## config.mk

```make
export PLATFORM = sky130hd
export DESIGN_NAME = ddc_rx_1bit
export DESIGN_NICKNAME = d
export VERILOG_FILES = /design/src/rtl/ddc_rx_1bit.sv
export SDC_FILE = /design/constraint.sdc
export NUM_CORES = 1
export LEC_CHECK = 0
export BUFFER_PORTS_ARGS = -buffer_cell sky130_fd_sc_hd__buf_2
export CORE_UTILIZATION = 35
export DETAILED_ROUTE_END_ITERATION = 12
export PLACE_DENSITY = 0.58
export SLEW_MARGIN = 20
export SYNTH_ARGS = -nofsm -noshare
export SYNTH_HDL_FRONTEND = slang
export SYNTH_SLANG_ARGS = --single-unit
export TNS_END_PERCENT = 100
```

## constraint.sdc

```tcl
create_clock -name clk_i -period 5.1 [get_ports clk_i]
set_input_delay 0.51 -clock clk_i [delete_from_list [all_inputs] [get_ports clk_i]]
set_output_delay 0.51 -clock clk_i [all_outputs]
set_load 0.1 [all_outputs]
```

## src/rtl/ddc_rx_1bit.sv

```systemverilog
// ddc_rx_1bit: 1-bit direct-downconversion receiver (quadrature square-wave NCO, order-2 CIC, valid/ready out).
// Optional cross-product FM discriminator enabled by defining FMRX_DISCRIM_EN.
`default_nettype none

module ddc_rx_1bit #(
  parameter logic [31:0] CARRIER = 32'd2439541424,
  parameter int          DECIM   = 3125,
  parameter int          CIC_W   = 26,
  parameter int          OUT_W   = 16
) (
  input  logic                    clk_i,
  input  logic                    rst_ni,
  input  logic                    rf_i,
  input  logic                    ready_i,
  output logic                    valid_o,
  output logic signed [OUT_W-1:0] i_o,
  output logic signed [OUT_W-1:0] q_o,
  output logic signed [OUT_W-1:0] audio_o,
  output logic                    ovf_o,
  output logic                    led_o
);

  localparam int CNT_W = (DECIM > 1) ? $clog2(DECIM) : 1;
  localparam int SHIFT = CIC_W - OUT_W;
  localparam logic signed [CIC_W-1:0] PLUS_ONE  = CIC_W'(1);
  localparam logic signed [CIC_W-1:0] MINUS_ONE = '1;

  logic                    rf_meta, rf_s;
  logic [31:0]             ph;
  logic                    mix_i_neg, mix_q_neg;
  logic signed [CIC_W-1:0] step_i, step_q;
  logic signed [CIC_W-1:0] int1_i, int2_i, int1_q, int2_q;
  logic signed [CIC_W-1:0] dly1_i, dly2_i, dly1_q, dly2_q;
  logic signed [CIC_W-1:0] comb1_i, comb2_i, comb1_q, comb2_q;
  logic [CNT_W-1:0]        dcnt;
  logic                    tick;
  logic                    a_valid, b_valid;
  logic signed [OUT_W-1:0] a_i, a_q, b_i, b_q, b_audio, audio_next;
  logic [11:0]             sample_cnt;

  // Mixing by a +/-1 LO is just an XOR of sign bits; rf_s=0 means x=-1.
  always_comb begin
    mix_i_neg = ~rf_s ^ (ph[31] ^ ph[30]);
    mix_q_neg = ~rf_s ^ ph[31];
    step_i    = mix_i_neg ? MINUS_ONE : PLUS_ONE;
    step_q    = mix_q_neg ? MINUS_ONE : PLUS_ONE;
    tick      = (dcnt == CNT_W'(DECIM - 1));
    comb1_i   = int2_i - dly1_i;
    comb2_i   = comb1_i - dly2_i;
    comb1_q   = int2_q - dly1_q;
    comb2_q   = comb1_q - dly2_q;
  end

  always_ff @(posedge clk_i or negedge rst_ni) begin
    if (!rst_ni) begin
      rf_meta <= 1'b0;
      rf_s    <= 1'b0;
      ph      <= '0;
      int1_i  <= '0;
      int2_i  <= '0;
      int1_q  <= '0;
      int2_q  <= '0;
      dcnt    <= '0;
    end else begin
      rf_meta <= rf_i;
      rf_s    <= rf_meta;
      ph      <= ph + CARRIER;
      int1_i  <= int1_i + step_i;
      int2_i  <= int2_i + int1_i;
      int1_q  <= int1_q + step_q;
      int2_q  <= int2_q + int1_q;
      dcnt    <= tick ? '0 : dcnt + CNT_W'(1);
    end
  end

  // Stage A: comb section at decimated rate, truncated to the output width.
  always_ff @(posedge clk_i or negedge rst_ni) begin
    if (!rst_ni) begin
      dly1_i  <= '0;
      dly2_i  <= '0;
      dly1_q  <= '0;
      dly2_q  <= '0;
      a_i     <= '0;
      a_q     <= '0;
      a_valid <= 1'b0;
    end else begin
      a_valid <= tick;
      if (tick) begin
        dly1_i <= int2_i;
        dly2_i <= comb1_i;
        dly1_q <= int2_q;
        dly2_q <= comb1_q;
        a_i    <= OUT_W'(comb2_i >>> SHIFT);
        a_q    <= OUT_W'(comb2_q >>> SHIFT);
      end
    end
  end

`ifdef FMRX_DISCRIM_EN
  logic signed [OUT_W-1:0]  i_prev, q_prev;
  logic signed [2*OUT_W:0]  ip_x, qp_x, ia_x, qa_x, disc;

  always_comb begin
    ip_x = (2*OUT_W+1)'(i_prev);
    qp_x = (2*OUT_W+1)'(q_prev);
    ia_x = (2*OUT_W+1)'(a_i);
    qa_x = (2*OUT_W+1)'(a_q);
    disc = ip_x * qa_x - qp_x * ia_x;
    audio_next = OUT_W'(disc >>> OUT_W);
    if (disc[2*OUT_W] != disc[2*OUT_W-1])
      audio_next = disc[2*OUT_W] ? {1'b1, {(OUT_W-1){1'b0}}} : {1'b0, {(OUT_W-1){1'b1}}};
  end

  always_ff @(posedge clk_i or negedge rst_ni) begin
    if (!rst_ni) begin
      i_prev <= '0;
      q_prev <= '0;
    end else if (a_valid) begin
      i_prev <= a_i;
      q_prev <= a_q;
    end
  end
`else
  always_comb begin
    audio_next = '0;
  end
`endif

  // Stage B keeps I/Q latency identical whether or not the discriminator exists.
  always_ff @(posedge clk_i or negedge rst_ni) begin
    if (!rst_ni) begin
      b_valid <= 1'b0;
      b_i     <= '0;
      b_q     <= '0;
      b_audio <= '0;
    end else begin
      b_valid <= a_valid;
      if (a_valid) begin
        b_i     <= a_i;
        b_q     <= a_q;
        b_audio <= audio_next;
      end
    end
  end

  always_ff @(posedge clk_i or negedge rst_ni) begin
    if (!rst_ni) begin
      valid_o    <= 1'b0;
      i_o        <= '0;
      q_o        <= '0;
      audio_o    <= '0;
      ovf_o      <= 1'b0;
      led_o      <= 1'b0;
      sample_cnt <= '0;
    end else if (b_valid) begin
      sample_cnt <= sample_cnt + 12'd1;
      if (sample_cnt == 12'hFFF)
        led_o <= ~led_o;
      // A pending unaccepted sample wins; the new one is dropped.
      if (valid_o && !ready_i) begin
        ovf_o <= 1'b1;
      end else begin
        valid_o <= 1'b1;
        i_o     <= b_i;
        q_o     <= b_q;
        audio_o <= b_audio;
      end
    end else if (valid_o && ready_i) begin
      valid_o <= 1'b0;
    end
  end

endmodule

`default_nettype wire

```

-- After elaboration in Yosys (flattened, before gate mapping)
Cells that the tools add are included.
- mux-type cells: 6
- reduce and logical (&&, ||, !) cells: 8
- bitwise operators: 6
- add/subtract/negate cells: 11
- eq/ne operators: 3
- operators with widths (cell ; number):
    adder 26 bit ; 4
    subtractor 26 bit ; 4
    2-to-1 mux 26 bit ; 2
    adder 32 bit (second input constant) ; 1
    adder 12 x 1 -> 12 bit (second input constant) ; 2
    == test 12 bit (second input constant) ; 2
    2-to-1 mux 12 bit ; 1
    AND reduction 2 bit ; 4
    2-to-1 mux 1 bit ; 3
    inverter 1 bit ; 3
    bitwise XOR 1 bit ; 3
    logical AND 1 bit ; 2
    != test 2 bit (second input constant) ; 1
    nonzero test 2 bit ; 1
    logical NOT 1 bit ; 1
- input port bits: 4
- output and inout port bits: 51
- register bits: 367
- logic and storage cells: 58

-- Logic depth before layout (Yosys ltp)
Gate-level depths: netlist of run 1.
- depth in word-level cells: 4
- mapped depth: 23
- gate-level depth less buffers: 23

-- Least setup slack after synthesis of run 1
Ideal clock, no wire load.
- kind: flip-flop to flip-flop
- from: register ph[31]
- to: register int1_i[22]
- stages on the path, launching flop included: 14
- library setup time: 0.080 ns
- path buffers: 0
- slack: 0.951 ns
- clock period less this slack: 4.149 ns
- required time: 5.020 ns
- arrival: 4.069 ns
- cell sequence: dfrtp_1 xor2_1 xnor2_1 ha_1 a21o_1 a21o_1 a21oi_1 a21bo_2 a31oi_2 o21ai_2 a2111oi_2 o21bai_1 a21oi_1 xnor2_1
- longest elaborated chain between the ends: 4
- RTL lines (item ; RTL line ; text):
    start, declared ; 29 ; logic [31:0] ph;
    start signal, assigned ; 67 ; ph <= ph + CARRIER;
    bitwise XOR 1 bit (2 in series) ; 43 ; mix_i_neg = ~rf_s ^ (ph[31] ^ ph[30]);
    2-to-1 mux 26 bit ; 45 ; step_i = mix_i_neg ? MINUS_ONE : PLUS_ONE;
    adder 26 bit ; 68 ; int1_i <= int1_i + step_i;
    end signal, assigned ; 68 ;
    end, declared ; 32 ; logic signed [CIC_W-1:0] int1_i, int2_i, int1_q, int2_q;
No other way between the ends.
A chain may end at the register's enable or synchronous reset.

-- Final worst setup path of run 1
- from: register int2_q[0]
- to: register a_q[14]
- longest elaborated chain between the ends: 2
- RTL lines (item ; RTL line ; text):
    start, declared ; 32 ;
    start signal, assigned ; 71 ; int2_q <= int2_q + int1_q;
    subtractor 26 bit ; 50 ; comb1_q = int2_q - dly1_q;
    net comb1_q[14] ; 34 ; logic signed [CIC_W-1:0] comb1_i, comb2_i, comb1_q, comb2_q;
    subtractor 26 bit ; 51 ; comb2_q = comb1_q - dly2_q;
    end signal, assigned ; 94 ; a_q <= OUT_W'(comb2_q >>> SHIFT);
    end, declared ; 38 ; logic signed [OUT_W-1:0] a_i, a_q, b_i, b_q, b_audio, audio_next;
The timed path passes the listed nets, and every way through them passes these cells.

==> results.yml, run 1 <==
yosys:
  netlist-cell-type-count: 78
  syn_area_um2: 21100
  syn_inst: 2117
  synth-seq-cells: 363
  ys_warn_count: 0
  avgSynthCellArea_um2: 9.99
  yosysSeqAreaShare: 0.430
  synth_edf_count: 0
  ys.flop_type: "dfrtp_1"
  async_flop_share: 1.00
grt:
  grt_pass1_wl_um: 69300
  gr-total-overflow: 0
  grt_busiest_layer: "met2"
  grt_pass1_vias: 14665
  grt_antenna_before_repair: 0
  grt_use_met1: 0.181
  gr-usage-met2: 0.218
  use_met3: 0.0200
  grt_max_degree: 122
  grtUsageTotal: 0.134
die:
  die-area_um2: 61400
  fp.dieW_um: 248
  die_y_um: 248
  io_pins: 55
  core_area_um2: 59400
  start_util: 0.356
  rows: 89
min_path:
  min_to: "rf_meta"
  hp-class: "input port to flop"
  holdPathStages: 1
  min-delay-start: "rf_i"
timing:
  fin_setup_tns_ns: 0
  finalCritPeriodShare: 0.882
  final-hold-violation-count: 0
  rsz0062_at_grt: "false"
  fmax_mhz: 222
  fin_skew_ns: 0.0227
  post-route-min-period_ns: 4.50
  maxSlewViolCount: 0
  setup_viol: 0
  tightestPinTransition_ns: 0.878
  worst_slack_ns: 0.603
  whs_ns: 0.0829
  slew_headroom: 0.414
pwr:
  power_density_nw_per_um2: 688
  p_leak_nw: 10.9
  power.total_mw: 16.3
  peakVddDrop_uv: 302
drt:
  drtPass1Iterations: 9
  route.detailed.drc: 6
  drtIter0Drc: 698
  wl_per_cell_um: 13.3
  vias_per_cell: 4.89
  drt_wl_total_um: 39500
  ant_nets: 0
  via_count: 14497
outcome:
  status: "finished with violations"
  violations: "DRC"
layout:
  final_layout_size_suffix_gt1_frac: 0.106
  diodes: 0
  finalNonFillerCells: 2966
  nets: 2379
  syn2layout_area_growth_pct: 11.9
clock_network:
  htreeDepth: 2
  worst_skew_pair.late_latency_ns: 0.56
  clock_sinks: 363
  cts_buffers: 42
  cts_tree: "yes"
  post-cts-setup-buffer-count: 0
  clk_pin_slew_ns: 0.05
  root_buffer: "clkbuf_16"
  clockBufferDepth: 3
worst_setup_path:
  endpoint_kind: "flop"
  regToRegSetupSlack_ns: 0.60
  worstSetupPathType: "flop to flop"
  ff2ff_path_depth: 23
  critPathArrivalTime_ns: 4.94
  cp_max_fo: 5
  r2r_start: "int2_q[0]"
  r2r-end: "a_q[14]"
  crit_required_ns: 5.54
  critPathLaunchType: "flop"
place:
  dp.cells: 2897
  hpwl_um: 28700
  dp_slack_ns: 0.642
  port_buffers: 38
  place_congestion: 0.821
flow_run:
  cap_viol_max_count: 0
flip-flops by register name, summed over array words and instances (netlist names), 26 cells and up:
register / flops
ph: 28
dly2_i: 26
dly1_i: 26
int1_i: 26
int2_i: 26
dly1_q: 26
int2_q: 26
dly2_q: 26
int1_q: 26
worst max path at each step:
stage	start	to	slack [ns]	cells past startpoint
global placement	int2_q[0]	a_q[14]	0.63	23
detailed placement	int2_q[0]	a_q[14]	0.64	23
finish	int2_q[0]	a_q[14]	0.60	23
global route	int2_q[0]	a_q[14]	0.25	23
CTS	int2_q[0]	a_q[14]	0.62	23
floorplan	ph[31]	int1_i[22]	0.95	13
synthesized netlist by cell type, types with 4 or more instances:
| cell type | n | area (um^2) |
|---|---|---|
| a31oi_1 | 12 | 75.1 |
| nand4_1 | 9 | 56.3 |
| nor2_1 | 105 | 394 |
| a21boi_1 | 5 | 37.5 |
| a21boi_0 | 5 | 37.5 |
| o31ai_2 | 5 | 62.6 |
| o211ai_1 | 5 | 37.5 |
| a211oi_1 | 11 | 82.6 |
| o21ai_1 | 34 | 170 |
| nand2b_1 | 18 | 113 |
| ha_1 | 200 | 2500 |
| and2_1 | 5 | 31.3 |
| clkbuf_1 | 32 | 120 |
| nor2b_1 | 29 | 181 |
| nor3_1 | 25 | 125 |
| o31ai_1 | 8 | 60.1 |
| o21a_1 | 35 | 263 |
| and3_1 | 22 | 138 |
| o2111ai_1 | 4 | 35.0 |
| xor2_1 | 56 | 490 |
| nand3_1 | 40 | 200 |
| o21ai_0 | 150 | 751 |
| buf_1 | 7 | 26.3 |
| xnor2_1 | 149 | 1310 |
| fa_1 | 6 | 120 |
| a21oi_1 | 129 | 646 |
| a211o_1 | 7 | 61.3 |
| inv_1 | 159 | 597 |
| nand2_1 | 210 | 788 |
| mux2_2 | 74 | 833 |
| buf_4 | 16 | 120 |
| o21bai_1 | 25 | 188 |
| or3_1 | 7 | 43.8 |
| a21o_1 | 72 | 541 |
| dfrtp_1 | 363 | 9080 |
| a21oi_2 | 11 | 96.3 |
| nor3b_1 | 4 | 30.0 |
cell type report:
class,count,area (um^2)
fill,5682,35700
sequential,363,9080
clock inverter,12,216
inverter,160,603
multi-input combinational,1553,11300
tap,773,967
timing repair buffer,49,310
clock buffer,56,1200
cell families (layout without fill, tap and decap cells):
kind of cell    after synthesis  count (layout)  share of synthesized area
compound gates              565             565                      0.173
simple gates                485             485                      0.105
flops                       363             363                      0.430
buf+inv                     216             277                     0.0412
xor+xnor                    207             207                     0.0872
fa+ha+maj                   206             206                      0.124
mux                          74              74                     0.0394
other cells                   1              16                   0.000177
per-layer routing:
| metal | vias to the layer above | wire length, um |
|---|---|---|
| li1 | 7441 | - |
| met1 | 6874 | 20000 |
| met2 | 128 | 17700 |
| met3 | 54 | 1030 |
| met4 | 0 | 832 |
| met5 | - | 0 |
layout by cell type, fill, tap and decap left out, types with 34 or more instances in the layout:
| master | Yosys | routed |
|---|---|---|
| ha_1 | 200 | 200 |
| inv_1 | 159 | 159 |
| a21oi_1 | 129 | 129 |
| clkbuf_16 | 0 | 43 |
| buf_2 | 1 | 37 |
| xnor2_1 | 149 | 148 |
| o21ai_1 | 34 | 34 |
| nand2_1 | 210 | 210 |
| mux2_2 | 74 | 74 |
| a21o_1 | 72 | 72 |
| nor2_1 | 105 | 105 |
| o21ai_0 | 150 | 150 |
| dfrtp_1 | 363 | 363 |
| xor2_1 | 56 | 56 |
| o21a_1 | 35 | 35 |
| nand3_1 | 40 | 39 |
where the power goes:
part | switching, mW | leakage (nW) | internal (mW)
Sequential | 0.431 | 4.72 | 3.40
Combinational | 5.10 | 5.44 | 4.22
Clock | 1.19 | 0.698 | 1.95
Total | 6.72 | 10.9 | 9.56
what timing repair did:
item	in CTS	in global routing
resized for setup	0	0
endpoints found under the hold margin	17	0
hold buffers	1	0
worst max-delay path: stages, from the launching register on:
cell      delay (ns)
dfrtp_1         0.34
inv_1           0.06
ha_1            0.22
fa_1            0.40
nor2b_1         0.13
o21a_1          0.14
o21ai_1         0.11
a211o_1         0.34
a21boi_1        0.20
o21a_1          0.16
o21a_1          0.15
o21a_1          0.15
o21a_1          0.13
nor2_1          0.06
ha_1            0.34
a21o_1          0.18
a21oi_1         0.18
nor2_1          0.07
a21oi_1         0.10
o21ai_1         0.16
o211a_1         0.29
o21a_1          0.20
o311ai_1        0.23
nand2_1         0.08
stage by stage:
| stage | instance area [um^2] | util |
|---|---|---|
| 2_1_floorplan | 21200 | - |
| 3_3_place_gp | 22200 | 0.374 |
| 3_5_place_dp | 22200 | 0.374 |
| 4_1_cts | 23700 | 0.398 |
| 5_1_grt | 23700 | 0.398 |
| 6_report | 23700 | 0.398 |
Power figures use the tool's default switching activity.
==> run 2, diff against run 1 <==
Settings changed: BUFFER_PORTS_ARGS -buffer_cell sky130_fd_sc_hd__buf_2 to -buffer_cell sky130_fd_sc_hd__clkbuf_2.
==> run 2 against run 1 <==
Effect of this change:
- the run still ends with DRC left
- first-iteration DRC count down 7.0%
- global-route usage down 0.066 points
- critical path depth unchanged
- cell count up 0.24%
- die area unchanged
- clock-buffer cell count up 5
- combinational power about the same
- sequential share of layout area down 0.17 points
- clock power up 5%
- critical path type unchanged
- via count up 0.23%
- sequential power about the same
- register-to-register slack worse by 0.13 ns
==> results.yml, run 2 (synthesized netlist as in run 1, its figures left out) <==
outcome:
  status: "finished with violations"
  violations: "DRC"
timing:
  tightestPinTransition_ns: 0.977
  maxSlewViolCount: 0
  fmax_mhz: 216
  fin_setup_tns_ns: 0
  final-hold-violation-count: 0
  slew_headroom: 0.348
  rsz0062_at_grt: "false"
  post-route-min-period_ns: 4.63
  worst_slack_ns: 0.469
  setup_viol: 0
  finalCritPeriodShare: 0.908
  fin_skew_ns: 0.0197
drt:
  drtPass1Iterations: 9
  drtIter0Drc: 649
  route.detailed.drc: 6
  ant_nets: 0
  wl_per_cell_um: 13.2
  via_count: 14531
  vias_per_cell: 4.89
  drt_wl_total_um: 39200
die:
  die_y_um: 248
  rows: 89
  fp.dieW_um: 248
  start_util: 0.356
  io_pins: 55
  core_area_um2: 59400
  die-area_um2: 61400
place:
  hpwl_um: 28300
  port_buffers: 38
  dp_slack_ns: 0.557
  place_congestion: 0.829
  placed_area_um2: 22200
clock_network:
  clockBufferDepth: 3
  htreeDepth: 2
  cts_resized: 0
  clk_pin_slew_ns: 0.06
  root_buffer: "clkbuf_16"
  clock_sinks: 363
  worst_skew_pair.late_latency_ns: 0.55
  cts_tree: "yes"
  cts_buffers: 41
layout:
  mostFrequentLayoutCells: "dfrtp_1, nand2_1, ha_1, inv_1, o21ai_0"
  final_common_cell: "dfrtp_1"
  nets: 2377
  diodes: 0
  fin_area_um2: 23800
  final_layout_size_suffix_gt1_frac: 0.107
  largest_register_ffs: 28
  syn2layout_area_growth_pct: 12.3
  top_register: "ph"
grt:
  grt_pass1_wl_um: 68700
  grtUsageTotal: 0.133
  grt_antenna_before_repair: 0
  grt_max_degree: 120
  gr-total-overflow: 0
  grt_pass1_vias: 14517
min_path:
  hp-class: "input port to flop"
pwr:
  peakVddDrop_uv: 283
  p_leak_nw: 10.9
  power_density_nw_per_um2: 693
  power.total_mw: 16.5
worst_setup_path:
  endpoint_kind: "flop"
  worstSetupPathType: "flop to flop"
  critPathArrivalTime_ns: 5.06
  crit_required_ns: 5.53
  regToRegSetupSlack_ns: 0.47
  cp_max_fo: 5
  critPathLaunchType: "flop"
flow_run:
  cap_viol_max_count: 0
==> run 2: layer usage <==
metal	up-vias	wire, um	track usage
met4	0	868	0.0410
met3	58	1050	0.0224
met5	-	0	0
met2	162	17400	0.214
li1	7467	-	-
met1	6844	19900	0.182
==> run 2: power breakdown <==
part	switching (mW)	total [mW]	internal [mW]
sequential	0.430	3.82	3.39
combinational	5.11	9.34	4.23
clock	1.18	3.30	2.12
==> run 2: metrics by stage <==
stage	hold WS, ns	utilization	cells
detailed placement	0.361	0.374	2896
global placement	0.361	0.374	2896
finish	0.0893	0.400	2973
CTS	0.0445	0.400	2973
floorplan	0.214	-	2132
global route	0.0618	0.400	2973
==> run 2: what timing repair did <==
action,4_1_cts,5_1_grt
endpoints found under the setup margin,0,0
hold endpoints to repair,66,0
hold buffers,1,0
buffers inserted,0,0
==> run 2: final timing paths <==
| check | from | endpoint | depth (start not counted) |
|---|---|---|---|
| worst max-delay path | int2_q[0] | a_q[14] | 23 |
| worst min-delay path | rf_i | rf_meta | 1 |
| worst max register to register | int2_q[0] | a_q[14] | 23 |
| worst min register to register | rf_meta | rf_s | 0 |
| max in group asynchronous | rst_ni | dly1_q[11] | 3 |
| min in group asynchronous | rst_ni | dly1_q[1] | 2 |
==> run 2: worst max-delay path: stages, from the launching register on <==
cell,delay (ns)
dfrtp_1,0.35
inv_1,0.06
ha_1,0.22
fa_1,0.40
nor2b_1,0.14
o21a_1,0.15
o21ai_1,0.10
a211o_1,0.34
a21boi_1,0.20
o21a_1,0.16
o21a_1,0.18
o21a_1,0.15
o21a_1,0.14
nor2_1,0.05
ha_1,0.35
a21o_1,0.18
a21oi_1,0.20
nor2_1,0.07
a21oi_1,0.12
o21ai_1,0.17
o211a_1,0.29
o21a_1,0.19
o311ai_1,0.24
nand2_1,0.08
==> run 2: cell type report <==
cell class              count  area (um^2)
clock buffers              61         1220
clock inverters            15          308
fillers                  5721        35600
inverters                 160          603
flip-flops and latches    363         9080
multi-input cells        1553        11300
well taps                 773          967
repair buffers             48          303
==> run 3, diff against run 2 <==
Settings changed: CORE_ASPECT_RATIO set to 1.1.
==> run 3 against run 2 <==
Effect of this change:
- the run now ends clean
- global-route usage fell by 0.52 points
- wire length is 1.7% lower
- clock skew is 0.0023 ns higher
- sequential cell count stayed put
- die area is essentially flat
- hold slack improved by 0.033 ns
- clock-buffer cell count decreased by 10
- design area decreased by 1.2%
- cell count down 0.47%
- core utilization is 0.72 points lower
- critical path depth is the same
- sequential power hardly changed
- critical endpoint unchanged
==> results.yml, run 3 (synthesized netlist as in run 1, its figures left out) <==
outcome:
  status: "finished clean"
layout:
  final_common_cell: "dfrtp_1"
  syn2layout_area_growth_pct: 11.0
  top_register: "ph"
  largest_register_ffs: 28
  final_layout_size_suffix_gt1_frac: 0.105
  nets: 2375
  finalNonFillerCells: 2959
  mostFrequentLayoutCells: "dfrtp_1, nand2_1, ha_1, inv_1, o21ai_0"
  diodes: 0
worst_setup_path:
  cp_slowest_stage_delay_ns: 0.40
  critPathBufInv: 1
  crit_required_ns: 5.52
  endpoint_kind: "flop"
  worstSetupPathType: "flop to flop"
  cp_max_fo: 5
  slowest_stage: "fa_1"
  crit_top_cell: "o21a_1"
  crit_chain: "inv_1, ha_1, fa_1, nor2b_1, o21a_1, o21ai_1, a211o_1, a21boi_1, o21a_1, o21a_1, o21a_1, o21a_1, nor2_1, ha_1, a21o_1, a21oi_1, nor2_1, a21oi_1, o21ai_1, o211a_1, o21a_1, o311ai_1, nand2_1"
  critPathLaunchType: "flop"
  critPathArrivalTime_ns: 4.95
  crit_family: "compound AO/OA/AOI/OAI gates"
pwr:
  p_clk_frac: 0.177
  peakVddDrop_uv: 300
  switching_power_mw: 6.62
  power.total_mw: 15.9
  p_int_mw: 9.29
  p_leak_nw: 10.7
  combPwrFrac: 0.583
  seq_power_share: 0.240
  swShare: 0.416
  power_density_nw_per_um2: 678
flow_run:
  cap_viol_max_count: 0
grt:
  grtUsageTotal: 0.128
  grt_max_degree: 137
  grt_antenna_before_repair: 0
  gr-total-overflow: 0
  grt_pass1_wl_um: 67800
  grt_pass1_vias: 14455
timing:
  finalCritPeriodShare: 0.888
  tightestPinTransition_ns: 0.909
  post-route-min-period_ns: 4.53
  maxSlewViolCount: 0
  final-hold-violation-count: 0
  fin_skew_ns: 0.0220
  rsz0062_at_grt: "false"
  slew_headroom: 0.394
  setup_viol: 0
  fmax_mhz: 221
  fin_setup_tns_ns: 0
  whs_ns: 0.122
die:
  fp.dieW_um: 236
  rows: 94
  core_area_um2: 59700
  die-area_um2: 61400
  die_y_um: 260
  start_util: 0.354
  io_pins: 55
drt:
  drtIter0Drc: 571
  vias_per_cell: 4.91
  via_count: 14523
  ant_nets: 0
  wl_per_cell_um: 13.0
  route.detailed.drc: 0
  drtPass1Iterations: 5
  drt_wl_total_um: 38600
min_path:
  hp-class: "input port to flop"
clock_network:
  cts_buffers: 39
  cts_resized: 0
  clockBufferDepth: 3
  clk_pin_slew_ns: 0.06
  cts_tree: "yes"
  worst_skew_pair.late_latency_ns: 0.53
  root_buffer: "clkbuf_16"
  clock_sinks: 363
  htreeDepth: 2
place:
  place_congestion: 0.827
  dp.cells: 2891
  hpwl_um: 28400
  port_buffers: 38
==> run 3: metal layers <==
metal  global-route usage  vias up  share of wire
met5                    0        -              0
met4               0.0372        0          0.021
met3               0.0153       58          0.021
met2                0.215      132           0.46
met1                0.173     6883           0.50
li1                     -     7450              -
==> run 3: final cells by class <==
type	instances	area, um^2
fillers	5867	36300
multi-input cells	1553	11300
flip-flops and latches	363	9080
clock buffers	51	1070
well taps	768	961
inverters	160	603
repair buffers	48	303
clock inverters	16	191
==> run 3: through the flow <==
step           setup WS, ns  area [um^2]   util
6_report              0.570        23500  0.393
5_1_grt               0.134        23500  0.393
4_1_cts               0.574        23500  0.393
3_5_place_dp          0.608        22200  0.372
3_3_place_gp          0.608        22200  0.372
2_1_floorplan         0.951        21200      -
==> run 3: final timing paths <==
kind                                 from   endpoint  slack [ns]  cells after the start
worst max register to register  int2_q[0]    a_q[14]        0.57                     23
worst min register to register    rf_meta       rf_s        0.35                      0
min in group asynchronous          rst_ni    i_o[12]        0.55                      2
worst max-delay path            int2_q[0]    a_q[14]        0.57                     23
worst min-delay path                 rf_i    rf_meta        0.12                      1
max in group asynchronous          rst_ni  int1_q[6]        3.33                      3
==> run 3: worst register-to-register path, stage by stage, from the launching register on <==
cell and delay [ns]:
dfrtp_1 0.34, inv_1 0.06, ha_1 0.22, fa_1 0.40, nor2b_1 0.13, o21a_1 0.14
o21ai_1 0.11, a211o_1 0.35, a21boi_1 0.21, o21a_1 0.16, o21a_1 0.16, o21a_1 0.15
o21a_1 0.13, nor2_1 0.05, ha_1 0.33, a21o_1 0.17, a21oi_1 0.19, nor2_1 0.07
a21oi_1 0.11, o21ai_1 0.15, o211a_1 0.29, o21a_1 0.19, o311ai_1 0.23, nand2_1 0.08
==> run 3: power groups by stage <==
stage | Clock, mW | Sequential [mW] | Combinational [mW]
after floorplan | 0 | 3.69 | 7.69
after global placement | 0 | 3.85 | 9.04
after detailed placement | 0 | 3.87 | 9.29
after CTS | 2.93 | 3.82 | 9.34
after global routing | 3.04 | 3.88 | 10.5
final | 2.82 | 3.82 | 9.28
==> run 3: repair_timing <==
item                                   in CTS  in global routing
hold buffers                                1                  0
buffers inserted                            0                  0
endpoints found under the hold margin       1                  0
